**src/rtl/kul_mul16_seq.sv**
```systemverilog
// Sequential 16x16 approximate multiplier: four 8x8 partial products (LL, HL, LH, HH)
// issued one per cycle to a shared external sub-multiplier, accumulated into 32 bits.
module kul_mul16_seq #(
   parameter int SUB_LAT = 0,
   parameter int CNT_W   = 16
) (
   input  logic             clk,
   input  logic             rst_n,
   input  logic             in_valid,
   output logic             in_ready,
   input  logic [15:0]      in_a,
   input  logic [15:0]      in_b,
   output logic             sub_valid,
   output logic [7:0]       sub_a,
   output logic [7:0]       sub_b,
   input  logic [15:0]      sub_y,
   output logic             out_valid,
   input  logic             out_ready,
   output logic [31:0]      out_y,
   output logic             busy,
   output logic [CNT_W-1:0] op_cnt
);

   // Handshakes: a transfer happens on a rising edge where valid and ready are both high.
   localparam logic [1:0] S_IDLE  = 2'd0;
   localparam logic [1:0] S_ISSUE = 2'd1;
   localparam logic [1:0] S_DRAIN = 2'd2;
   localparam logic [1:0] S_DONE  = 2'd3;
   localparam logic [1:0] S_AFTER_ISSUE = (SUB_LAT > 0) ? S_DRAIN : S_DONE;

   logic [1:0]  state;
   logic [1:0]  idx;
   logic [15:0] a_q;
   logic [15:0] b_q;
   logic [31:0] acc;
   logic [1:0]  issue_sh;
   logic        ret_v;
   logic [1:0]  ret_sh;
   logic [31:0] ret_term;

   assign in_ready  = (state == S_IDLE);
   assign busy      = (state != S_IDLE);
   assign sub_valid = (state == S_ISSUE);
   assign out_valid = (state == S_DONE);
   assign out_y     = acc;

   // Shift code per issue: 0 -> <<0, 1 -> <<8, 2 -> <<16.
   assign issue_sh = {idx[1] & idx[0], idx[1] ^ idx[0]};
   assign ret_term = {16'h0000, sub_y} << {ret_sh, 3'b000};

   generate
      if (SUB_LAT == 0) begin : g_comb
         assign ret_v  = sub_valid;
         assign ret_sh = issue_sh;
      end else begin : g_pipe
         logic [SUB_LAT-1:0] tag_v;
         logic [1:0]         tag_sh [SUB_LAT];

         always_ff @(posedge clk or negedge rst_n) begin
            if (!rst_n) begin
               tag_v <= '0;
               for (int i = 0; i < SUB_LAT; i++) tag_sh[i] <= 2'd0;
            end else begin
               tag_v[0]  <= sub_valid;
               tag_sh[0] <= issue_sh;
               for (int i = 1; i < SUB_LAT; i++) begin
                  tag_v[i]  <= tag_v[i-1];
                  tag_sh[i] <= tag_sh[i-1];
               end
            end
         end

         assign ret_v  = tag_v[SUB_LAT-1];
         assign ret_sh = tag_sh[SUB_LAT-1];
      end
   endgenerate

   always_ff @(posedge clk or negedge rst_n) begin
      if (!rst_n) begin
         state  <= S_IDLE;
         idx    <= 2'd0;
         a_q    <= 16'h0000;
         b_q    <= 16'h0000;
         sub_a  <= 8'h00;
         sub_b  <= 8'h00;
         acc    <= 32'h0000_0000;
         op_cnt <= '0;
      end else begin
         case (state)
            S_IDLE: begin
               if (in_valid) begin
                  a_q   <= in_a;
                  b_q   <= in_b;
                  acc   <= 32'h0000_0000;
                  idx   <= 2'd0;
                  sub_a <= in_a[7:0];
                  sub_b <= in_b[7:0];
                  state <= S_ISSUE;
               end
            end
            S_ISSUE: begin
               if (ret_v) acc <= acc + ret_term;
               idx <= idx + 2'd1;
               // Operands registered one cycle ahead so they line up with sub_valid.
               case (idx)
                  2'd0: begin sub_a <= a_q[15:8]; sub_b <= b_q[7:0];  end
                  2'd1: begin sub_a <= a_q[7:0];  sub_b <= b_q[15:8]; end
                  2'd2: begin sub_a <= a_q[15:8]; sub_b <= b_q[15:8]; end
                  default: ;
               endcase
               if (idx == 2'd3) state <= S_AFTER_ISSUE;
            end
            S_DRAIN: begin
               if (ret_v) begin
                  acc <= acc + ret_term;
                  if (ret_sh == 2'd2) state <= S_DONE;
               end
            end
            S_DONE: begin
               if (out_ready) begin
                  op_cnt <= op_cnt + CNT_W'(1);
                  state  <= S_IDLE;
               end
            end
            default: state <= S_IDLE;
         endcase
      end
   end

endmodule

```
**config.mk**
```make
export PLATFORM = sky130hd
export DESIGN_NAME = kul_mul16_seq
export DESIGN_NICKNAME = d
export VERILOG_FILES = /design/src/rtl/kul_mul16_seq.sv
export SDC_FILE = /design/constraint.sdc
export NUM_CORES = 1
export LEC_CHECK = 0
export BUFFER_PORTS_ARGS = -buffer_cell sky130_fd_sc_hd__buf_2
export CAP_MARGIN = 5
export CELL_PAD_IN_SITES_DETAIL_PLACEMENT = 0
export CELL_PAD_IN_SITES_GLOBAL_PLACEMENT = 2
export CORE_MARGIN = 4
export CORE_UTILIZATION = 37
export CTS_CLUSTER_DIAMETER = 50
export DETAILED_ROUTE_END_ITERATION = 12
export HOLD_SLACK_MARGIN = 0.15
export PLACE_DENSITY_LB_ADDON = 0.2
export RECOVER_POWER = 100
export SYNTH_ARGS = -nofsm -noshare
export SYNTH_HDL_FRONTEND = slang
export SYNTH_SLANG_ARGS = --single-unit
```
**constraint.sdc**
```tcl
create_clock -name clk -period 7.5 [get_ports clk]
set_input_delay 1.5 -clock clk [delete_from_list [all_inputs] [get_ports clk]]
set_output_delay 1.5 -clock clk [all_outputs]
set_load 0.02 [all_outputs]
```
# After elaboration in Yosys (flattened, before gate mapping)
# Cells that the tools add are included.
dict set report totals {
  regBits 100
  inputBits 52
  output_inout_bits 68
  wordCells 52
}
dict set report classes {
  add_sub_neg 3
  eq_ne 11
  shifts 1
  mux 14
  bitwise 3
  n_reduce_logical 12
}
# cell n
set ops {}
lappend ops {{$pmux W32 S2} 1}
lappend ops {{$pmux W8 S2} 4}
lappend ops {{$add A32 B32 Y32} 1}
lappend ops {{$mux W32} 1}
lappend ops {{$shl A16 B5 Y32} 1}
lappend ops {{$add A16 B1 Y16 const B} 1}
lappend ops {{$mux W8} 2}
lappend ops {{$eq A2 B2 Y1 const B} 4}
lappend ops {{$mux W2} 4}
lappend ops {{$ne A3 B2 Y1 const B} 2}
lappend ops {{$pmux W2 S3} 1}
lappend ops {{$reduce_and A2 Y1} 3}
lappend ops {{$reduce_and A3 Y1} 2}
lappend ops {{$eq A2 B1 Y1 const B} 2}
lappend ops {{$logic_not A2 Y1} 2}
lappend ops {{$ne A2 B1 Y1 const B} 2}
lappend ops {{$pmux W2 S2} 1}
lappend ops {{$reduce_and A4 Y1} 1}
lappend ops {{$reduce_bool A2 Y1} 2}
lappend ops {{$reduce_or A2 Y1} 2}
lappend ops {{$add A2 B1 Y2 const B} 1}
lappend ops {{$ne A2 B2 Y1 const B} 1}
lappend ops {{$and A1 B1 Y1} 1}
lappend ops {{$not A1 Y1} 1}
lappend ops {{$xor A1 B1 Y1} 1}

# Longest topological paths before layout
dict set report logic_depth {
  ltp_word 4
  mapped_depth 17
  depth_no_buf 15
}

# Worst setup path before layout
# No wires, ideal clock.
dict set report synth_timing {
  path_kind {reg2reg}
  from {register idx[0]}
  to {register acc[26] (netlist: out_y[26])}
  setup_ps 122
  t_arrival_ps 4205
  t_required_ps 7378
  path_slack_ps 3174
  path_stages_with_launch 18
  path_buffers 2
  synth_period_minus_slack_ps 4326
  path_cell_list {dfrtp_1 -> inv_1 -> ha_1 -> buf_1 -> buf_1 -> nor2_1 -> and2_1 -> ha_1 -> inv_1 -> fa_1 -> nor2b_1 -> o2111ai_1 -> a2111oi_1 -> o31a_1 -> o31a_1 -> o311a_1 -> or3_1 -> a32o_1}
}
dict set report synth_between {
  elab_chain_len 4
  word_cells_on_any_way 5
}
# element line
set synth_rtl {}
lappend synth_rtl {{from (decl)} 32} ;# logic [1:0] idx;
lappend synth_rtl {{from (signal assigned)} 103} ;# idx <= idx + 2'd1;
lappend synth_rtl {{$xor A1 B1 Y1 or $and A1 B1 Y1 (tied branches)} 48} ;# assign issue_sh = {idx[1] & idx[0], idx[1] ^ idx[0]};
lappend synth_rtl {{$shl A16 B5 Y32 (*)} 49} ;# assign ret_term = {16'h0000, sub_y} << {ret_sh, 3'b000};
lappend synth_rtl {{$add A32 B32 Y32 (*)} {102, 115}}
lappend synth_rtl {{$pmux W32 S2 (*)} 89} ;# case (state)
lappend synth_rtl {{to (signal assigned)} 102} ;# if (ret_v) acc <= acc + ret_term;
lappend synth_rtl {{to (signal assigned)} 115} ;# acc <= acc + ret_term;
lappend synth_rtl {{to (decl)} 35} ;# logic [31:0] acc;
# Every way passes the cells marked *; elsewhere a longest branch is shown, timed or not.
# A chain may end at the register's enable or synchronous reset.

# Worst setup path after layout
dict set report layout_timing {
  from {register idx[0]}
  to {register acc[27] (netlist: out_y[27])}
}
# The elaborated chain is that of the path after synthesis.

==> impl_metrics.py <==
metrics = {
    "synth": {
        "synth_area_mm2": 0.00623,
        "yosysTopAreaCellShare_pct": 40.2,
        "synthFlopType": "dfrtp_1",
        "async_reset_ff_share_pct": 100,
        "post_synth.cell_area_avg_um2": 9.30,
        "synthAdderAreaFrac_pct": 7.95,
        "synthMuxAreaShare_pct": 8.86,
        "yosysMostFrequentCell": "dfrtp_1",
        "synth_edf_count": 0,
        "synth_cell_types": 58,
        "synth_top_family_by_area": "compound AO/OA/AOI/OAI gates",
        "syn_nets": 761,
        "ys_warn_count": 0,
        "synth_cells": 670,
        "synth_area_leaders": "dfrtp_1 40%, ha_1 7.6%, mux2_2 6.0%, nand2_1 4.9%, a21oi_1 4.7%",
        "synthTopCellsByCount": "100 x dfrtp_1, 81 x nand2_1, 59 x a21oi_1",
        "yosysSeqAreaShare_pct": 40.2,
        "synth-seq-cells": 100,
        "synth_compound_area_share_pct": 19.6,
        "synthSimpleGateAreaFrac_pct": 14.8,
        "synthXorXnorAreaFrac_pct": 5.34,
        "synth_top_area_cell": "dfrtp_1",
    },
    "min_path": {
        "whs_endpoint": "op_cnt[15]$_DFFE_PN0P_",
        "holdPathStages": 1,
        "hp-class": "reg -> reg",
        "hp-start": "op_cnt[15]$_DFFE_PN0P_",
    },
    "place": {
        "hpwl_mm": 13.3,
        "numPortBuffers": 119,
        "gp_congestion": 0.916,
    },
    "worst_setup_path": {
        "startpoint": "idx[0]$_DFFE_PN0P_",
        "rr_endpoint": "out_y[27]$_DFFE_PN0P_",
        "critPathKind": "reg -> reg",
        "reg2reg_from": "idx[0]$_DFFE_PN0P_",
        "reg2reg_slack_ns": 2.13,
        "cp_max_fo": 21,
        "critPathSlowestCell": "clkbuf_1",
        "critPathTopFamily": "compound AO/OA/AOI/OAI gates",
        "crit_path_end_kind": "flop",
        "worst_path_most_repeated_cell": "ha_1",
        "required_ns": 7.74,
        "startpoint_type": "flop",
        "worstPathArrival_ns": 5.61,
        "max_stage_delay_ns": 1.06,
        "crit_buf_inv": 2,
        "r2r.worst_path.cells": 14,
        "cp_cell_sequence": "inv_1, ha_1, clkbuf_1, nor2_1, and2_0, ha_1, a21o_1, a31o_2, o31ai_1, a21oi_1, o2111ai_1, a211oi_1, or3_1, a32o_1",
    },
    "routing": {
        "drtPass1Iterations": 7,
        "drcViolationCount": 0,
        "drt_iter0_drc": 231,
        "wl_per_cell_um": 18.0,
        "wirelength_mm": 17.8,
        "viasPerCell": 5.36,
        "vias": 5303,
        "ant_nets": 0,
    },
    "final_layout": {
        "area_growth_pct": 15.8,
        "drive_gt1_share_pct": 14.2,
        "nNetsFinal": 855,
        "antenna_cells": 0,
        "finish.utilization_pct": 43.7,
    },
    "clock_network": {
        "numClockSinks": 100,
        "insertion_delay_ns": 0.36,
        "cts_setup_buffers": 0,
        "ctsHtreeMaxLevel": 3,
        "clk_pin_slew_ns": 0.08,
        "cts_resized": 0,
        "cts_root_buffer": "clkbuf_16",
        "cts_hold_buf": 0,
        "cts_buffer_depth": 2,
        "cts-buffers-inserted": 9,
        "cts_tree": "yes",
    },
    "sta": {
        "worst_slew_pin_slew_ns": 2.51,
        "post-route-min-period_ns": 5.37,
        "drv_slew": 146,
        "final-setup-viol-count": 0,
        "max_freq_ghz": 0.186,
        "rsz0062_at_grt": "no",
        "fin_worst_skew_ns": 0.0126,
        "finalHoldViolations": 0,
        "period_share_pct": 71.6,
        "finalSetupTns_ns": 0,
        "relSlewSlack_pct": -67.3,
    },
    "grt": {
        "grt_pass1_vias": 5211,
        "grt_use_total_pct": 19.1,
        "antenna_found_initial": 0,
        "grt_pass1_wl_mm": 28.0,
        "grt_max_degree": 63,
        "overflow": 0,
    },
    "power": {
        "power.share.clock_pct": 15.6,
        "ir_drop_v": 0.000172,
        "combPwrFrac_pct": 57.4,
        "swShare_pct": 47.7,
        "p_per_area_mw_per_mm2": 478,
        "switchingPower_w": 0.00165,
        "power_frac_seq_pct": 27.0,
        "p_int_w": 0.00180,
        "p_leak_nw": 3.33,
    },
    "die": {
        "rows": 47,
        "chipWidth_um": 138,
        "initial_core_util_pct": 37.7,
        "die_h_um": 138,
        "dieArea_mm2": 0.0190,
        "io_pins": 120,
        "coreArea_mm2": 0.0165,
    },
    "status": {
        "status": "finished with violations",
        "violations": "max-capacitance violations, max-slew violations",
    },
    "run": {
        "maxCapViolations": 5,
    },
}
-- state kept, by name, summed over array words and instances (netlist names) --
| register | flops |
|---|---|
| out_y | 32 |
| a_q | 16 |
| b_q | 16 |
| op_cnt | 16 |
| sub_a | 8 |
| sub_b | 8 |
| idx | 2 |
| state | 2 |
-- power by group through the flow --
stage	logic [W]	registers, W	clock network [W]
final	0.00198	0.000932	0.000539
after global routing	0.00222	0.000965	0.000574
after CTS	0.00203	0.000932	0.000552
after detailed placement	0.00203	0.000939	0
after global placement	0.00202	0.000931	0
after floorplan	0.00136	0.00104	0
-- final cells by class --
class	count	area (um^2)
repair buffers	123	531
clock inverters	7	114
fillers	1668	9310
flip-flops and latches	100	2500
clock buffers	9	225
multi-input cells	517	3520
well taps	220	275
inverters	13	48.8
-- metal layers --
layer | wire, um | global-route usage, %
met4 | 399 | 6.75
met5 | 0 | 0
met3 | 966 | 3.65
met1 | 7870 | 25.6
met2 | 8530 | 31.0
-- metrics by stage --
stage | setup slack [ns] | instance area, um^2 | cells | total power, W | hold slack [ns]
3_3_place_gp | 3.09 | 6990 | 973 | 0.00295 | 0.452
2_1_floorplan | 3.17 | 6230 | 670 | 0.00240 | 0.474
3_5_place_dp | 3.06 | 6990 | 973 | 0.00297 | 0.460
4_1_cts | 3.21 | 7320 | 989 | 0.00352 | 0.475
5_1_grt | 1.74 | 7220 | 989 | 0.00375 | 0.494
6_report | 2.13 | 7220 | 989 | 0.00345 | 0.470
-- logic make-up (layout without fill, tap and decap cells) --
logic type      count (synthesis)  after routing
mux                            51             51
simple gates                  195            195
buf+inv                        53            152
flops                         100            100
xor+xnor                       38             38
compound gates                194            194
fa+ha+maj                      39             39
-- worst max-delay path by stage --
stage,slack [ns],endpoint,cells after the start
after CTS,3.21,out_y[30]$_DFFE_PN0P_,16
after global routing,1.74,out_y[27]$_DFFE_PN0P_,14
final,2.13,out_y[27]$_DFFE_PN0P_,14
after detailed placement,3.06,out_y[27]$_DFFE_PN0P_,11
after global placement,3.09,out_y[26]$_DFFE_PN0P_,12
after floorplan,3.17,out_y[26]$_DFFE_PN0P_,17
-- placed cells by master, fill, tap and decap left out, types with 20 or more instances in the layout --
cell type / Yosys / final
o21ai_0: 58 / 59
nor2_1: 35 / 35
mux2_2: 33 / 33
dfrtp_1: 100 / 100
a21oi_1: 59 / 59
nand2_1: 81 / 81
ha_1: 38 / 38
clkbuf_1: 32 / 72
buf_2: 2 / 49
xnor2_1: 20 / 20
No activity file was read; power rests on OpenSTA's default activity.
